[src/rtl/operand_fetch.sv]
// Operand-fetch stage: reads up to two source registers through a single-port register file
// and hands both operands to the ALU. Writeback owns the port whenever it is requesting.
module operand_fetch #(
  parameter int unsigned DATA_W   = 16,
  parameter int unsigned ADDR_W   = 4,
  parameter int unsigned NUM_REGS = 8
) (
  input  logic              clock,
  input  logic              reset_n,
  // decoder side
  input  logic              dec_valid,
  output logic              dec_ready,
  input  logic [3:0]        dec_opcode,
  input  logic [ADDR_W-1:0] dec_src_a,
  input  logic [ADDR_W-1:0] dec_src_b,
  input  logic              dec_use_b,
  input  logic [ADDR_W-1:0] dec_dst,
  // ALU side
  output logic              op_valid,
  input  logic              op_ready,
  output logic [DATA_W-1:0] op_a,
  output logic [DATA_W-1:0] op_b,
  output logic [3:0]        op_opcode,
  output logic [ADDR_W-1:0] op_dst,
  // writeback
  input  logic              wb_valid,
  output logic              wb_ready,
  input  logic [ADDR_W-1:0] wb_addr,
  input  logic [DATA_W-1:0] wb_data,
  // register_controller port
  output logic              rf_chip_enable,
  output logic              rf_write_enable,
  output logic [ADDR_W-1:0] rf_address,
  output logic [DATA_W-1:0] rf_value_in,
  input  logic [DATA_W-1:0] rf_value_out
);

  typedef enum logic [2:0] {
    StIdle, StIssueA, StCapA, StIssueB, StCapB, StOut
  } state_e;

  state_e state_q, state_d;

  logic [ADDR_W-1:0] src_a_q, src_b_q;
  logic              use_b_q;

  logic              wb_go, wb_map, issue, src_map, bypass;
  logic [ADDR_W-1:0] src_cur;
  logic [DATA_W-1:0] cap_val;

  function automatic logic is_mapped(input logic [ADDR_W-1:0] a);
    return 32'(a) < NUM_REGS;
  endfunction

  // Writeback is accepted whenever out of reset, even to unmapped addresses.
  assign wb_ready  = reset_n;
  assign wb_go     = wb_valid & reset_n;
  assign wb_map    = wb_go & is_mapped(wb_addr);
  assign dec_ready = reset_n & (state_q == StIdle);
  assign op_valid  = (state_q == StOut);

  assign src_cur = (state_q == StIssueB || state_q == StCapB) ? src_b_q : src_a_q;
  assign src_map = is_mapped(src_cur);
  assign issue   = (state_q == StIssueA || state_q == StIssueB) && !wb_go;
  assign bypass  = wb_map && (wb_addr == src_cur);

  // Unmapped sources read as zero; a same-cycle writeback to the source is forwarded.
  always_comb begin
    cap_val = rf_value_out;
    if (!src_map) begin
      cap_val = '0;
    end else if (bypass) begin
      cap_val = wb_data;
    end
  end

  always_comb begin
    rf_chip_enable  = 1'b0;
    rf_write_enable = 1'b0;
    rf_address      = '0;
    rf_value_in     = '0;
    if (wb_map) begin
      rf_chip_enable  = 1'b1;
      rf_write_enable = 1'b1;
      rf_address      = wb_addr;
      rf_value_in     = wb_data;
    end else if (issue && src_map) begin
      rf_chip_enable = 1'b1;
      rf_address     = src_cur;
    end
  end

  always_comb begin
    state_d = state_q;
    unique case (state_q)
      StIdle:   if (dec_valid) state_d = StIssueA;
      StIssueA: if (!wb_go) state_d = StCapA;
      StCapA:   state_d = use_b_q ? StIssueB : StOut;
      StIssueB: if (!wb_go) state_d = StCapB;
      StCapB:   state_d = StOut;
      StOut:    if (op_ready) state_d = StIdle;
      default:  state_d = StIdle;
    endcase
  end

  always_ff @(posedge clock or negedge reset_n) begin
    if (!reset_n) begin
      state_q <= StIdle;
    end else begin
      state_q <= state_d;
    end
  end

  always_ff @(posedge clock or negedge reset_n) begin
    if (!reset_n) begin
      src_a_q   <= '0;
      src_b_q   <= '0;
      use_b_q   <= 1'b0;
      op_opcode <= '0;
      op_dst    <= '0;
      op_a      <= '0;
      op_b      <= '0;
    end else begin
      if (state_q == StIdle && dec_valid) begin
        src_a_q   <= dec_src_a;
        src_b_q   <= dec_src_b;
        use_b_q   <= dec_use_b;
        op_opcode <= dec_opcode;
        op_dst    <= dec_dst;
      end
      if (state_q == StCapA) begin
        op_a <= cap_val;
        if (!use_b_q) op_b <= '0;
      end
      if (state_q == StCapB) begin
        op_b <= cap_val;
      end
    end
  end

endmodule
[config.mk]
export PLATFORM = sky130hd
export DESIGN_NAME = operand_fetch
export DESIGN_NICKNAME = d
export VERILOG_FILES = /design/src/rtl/operand_fetch.sv
export SDC_FILE = /design/constraint.sdc
export NUM_CORES = 1
export LEC_CHECK = 0
export ABC_AREA = 1
export BUFFER_PORTS_ARGS = -buffer_cell sky130_fd_sc_hd__buf_4
export CAP_MARGIN = 20
export CORE_MARGIN = 2
export CORE_UTILIZATION = 51
export CTS_BUF_LIST = sky130_fd_sc_hd__clkbuf_16
export CTS_CLUSTER_SIZE = 14
export DETAILED_ROUTE_END_ITERATION = 16
export PLACE_DENSITY = 0.95
export SLEW_MARGIN = 15
export SYNTH_ARGS = -nofsm -noshare
export SYNTH_HDL_FRONTEND = slang
export SYNTH_SLANG_ARGS = --single-unit
[constraint.sdc]
create_clock -name clock -period 2.95 [get_ports clock]
set_clock_uncertainty 0.05 [all_clocks]
set_input_delay 0.4425 -clock clock [delete_from_list [all_inputs] [get_ports clock]]
set_output_delay 0.4425 -clock clock [all_outputs]
set_load 0.01 [all_outputs]
==> flow_metrics.env <==
export IMPL_dieHeight_um=78.0
export IMPL_crit_buf_inv=2
export IMPL_finalSetupViolations=0
export IMPL_antenna_found_initial=0
export IMPL_post_cts_setup_buffer_count=0
export IMPL_ctsResizeCount=0
export IMPL_syn_num_nets=408
export IMPL_tritoncts="built"
export IMPL_htreeDepth=2
export IMPL_fin_crit_ns=2.50
export IMPL_holdWs_ns=0.222
export IMPL_fmax_mhz=400
export IMPL_diodes=0
export IMPL_start_util_pct=53.7
export IMPL_grt_pass1_vias=2874
export IMPL_final_core_util_pct=74.5
export IMPL_crit_required_ns=2.46
export IMPL_clk_latency_ns=0.28
export IMPL_ys_seq_area_share_pct=46.6
export IMPL_finalHoldViolCount=0
export IMPL_clock_path_buffers=2
export IMPL_drt_wirelength_per_cell_um=14.6
export IMPL_fp_coreArea_um2=5200
export IMPL_cp_cell_sequence="nand3_2 > nand3_1 > nand2_1 > inv_1 > nand3_1 > o22ai_1 > buf_4"
export IMPL_grt_pass1_wl_um=13300
export IMPL_drv_cap=0
export IMPL_cts_buffers=5
export IMPL_clock_sinks=52
export IMPL_post_route_period_util_pct=84.7
export IMPL_slew_limit_headroom_pct=43.2
export IMPL_grt_ovfl_total=0
export IMPL_rsz0062_at_grt="false"
export IMPL_tightest_slew_ns=0.849
export IMPL_critPathMaxFanout=12
export IMPL_synth_area_um2=2790
export IMPL_firstDrtPassIters=7
export IMPL_synthCells=350
export IMPL_final_setup_tns_ns=0
export IMPL_critPathMaxStageDelay_ns=0.52
export IMPL_synth_area_per_cell_um2=7.98
export IMPL_pin_count=123
export IMPL_syn_to_final_growth_pct=38.9
export IMPL_critPathKind="reg -> out"
export IMPL_yosys_area_top_type="dfrtp_1"
export IMPL_viasPerCell=5.32
export IMPL_power_density_nw_per_um2=904
export IMPL_holdBufCountCts=0
export IMPL_std_cell_rows=26
export IMPL_cp_slowest_cell="dfrtp_1"
export IMPL_status="finished, final reports clean"
export IMPL_ant_nets=0
export IMPL_grt_usage_pct=27.3
export IMPL_drcViolationCount=0
export IMPL_dp_slack_ns=0.681
export IMPL_synthDominantCellAreaShare_pct=46.6
export IMPL_peakVddDrop_mv=0.528
export IMPL_setup_ws_ns=0.451
export IMPL_yosys_register_bits=52
export IMPL_hold_path_class="in -> async"
export IMPL_root_buffer="clkbuf_16"
export IMPL_final_net_count=522
export IMPL_startpoint_type="flop"
export IMPL_yosys_warnings=0
export IMPL_dpl_hpwl_um=5620
export IMPL_crit_path_end_kind="primary output"
export IMPL_drtIter0Drc=205
export IMPL_grt_max_degree=55
export IMPL_vias=2833
export IMPL_drt_wl_total_um=7780
export IMPL_crit_top_cell="nand3_1"
export IMPL_arrival_ns=2.01
export IMPL_synth_distinct_cells=29
export IMPL_drive_above_1_share_pct=36.3
export IMPL_cellLeakagePower_nw=2.23
export IMPL_die_area_um2=6090
export IMPL_cts_clk_slew_worst_paths_ns=0.06
export IMPL_numPortBuffers=121
export IMPL_final_max_slew_violation_count=0
export IMPL_die_w_um=78.0
export IMPL_crit_family="simple AND/OR/NAND/NOR gates"
export IMPL_place_gp_congestion=0.808
export IMPL_synth_area_leaders="dfrtp_1, nand2_1, nand4_1, inv_1, mux2_2"
==> cell usage after synthesis, drive strengths merged <==
master and count:
a21oi 9, buf 12, clkbuf 6, conb 1, dfrtp 52, inv 48
mux2 13, nand2 104, nand3 29, nand3b 3, nand4 32, nor2 30
nor3 3, nor4 1, o21ai 1, o22ai 4, or2 2
==> where the power goes <==
part	switching [mW]	leakage [nW]	internal, mW
Sequential	0.208	0.653	1.00
Combinational	0.959	1.50	0.710
Clock	0.240	0.0757	0.391
Total	1.41	2.23	2.10
==> per-layer routing <==
layer / track usage (%) / share of wire [%] / up-vias
li1: - / - / 1349
met1: 33.6 / 40 / 1306
met2: 45.1 / 49 / 161
met3: 7.82 / 9.0 / 17
met4: 11.6 / 2.5 / 0
met5: 0 / 0 / -
==> final timing paths <==
kind / endpoint / startpoint / depth (start not counted) / slack [ns]
min in group clock: op_dst[1]$_DFFE_PN0P_ / dec_dst[1] / 2 / 0.34
worst min-delay path: state_q[2]$_DFFE_PN0P_ / reset_n / 2 / 0.22
worst max register to register: op_b[9]$_DFFE_PN0P_ / state_q[1]$_DFFE_PN0P_ / 10 / 0.58
max in group asynchronous: op_a[15]$_DFFE_PN0P_ / reset_n / 2 / 2.19
worst min register to register: op_a[5]$_DFFE_PN0P_ / op_a[5]$_DFFE_PN0P_ / 2 / 0.43
worst max-delay path: rf_address[0] / state_q[1]$_DFFE_PN0P_ / 7 / 0.45
==> worst register-to-register path, cell delays in order, from the launching register on <==
cell	delay, ns
dfrtp_1	0.52
nand3_2	0.30
nand2_2	0.21
nand2_1	0.07
nand2_1	0.09
nor2_1	0.08
nor2_4	0.38
nand2_4	0.25
nand2_1	0.16
nand4_1	0.11
nand2_1	0.09
==> layout by cell type (no fill, tap or decap), drive strengths merged <==
master,instances
dfrtp,52
nand4,32
mux2,13
nor3,3
inv,48
bufinv,1
or2,2
buf,125
o21ai,1
nor4,1
nand3b,3
conb,1
nand2,104
a21oi,9
o22ai,4
clkbuf,5
nand3,29
nor2,30
==> final cells by class <==
class	instances	area (um2)
clock inverters	1	30.0
fillers	387	1330
multi-input cells	232	1220
clock buffers	5	125
flip-flops and latches	52	1300
well taps	70	87.6
repair buffers	125	938
inverters	48	180
==> metrics by stage <==
step | instance area (um2) | instances | power, mW
global route | 3880 | 533 | 3.75
floorplan | 2790 | 350 | 2.19
CTS | 3880 | 533 | 3.51
detailed placement | 3720 | 527 | 2.86
global placement | 3720 | 527 | 2.78
finish | 3880 | 533 | 3.51
==> state kept, by name, indices dropped and copies added (netlist names) <==
register / count
src_b_q: 4
op_b: 16
op_dst: 4
use_b_q: 1
src_a_q: 4
state_q: 3
op_opcode: 4
op_a: 16
==> kinds of logic (layout without fill, tap and decap cells) <==
logic type / after synthesis / in the layout / synth area share [%]
AND/OR/NAND/NOR: 204 / 204 / 35.4
buffers and inverters: 66 / 179 / 9.85
flip-flops: 52 / 52 / 46.6
AO/OA/AOI/OAI: 14 / 14 / 2.82
multiplexers: 13 / 13 / 5.24
other: 1 / 1 / 0.134
(Power assumes the default switching activity.)
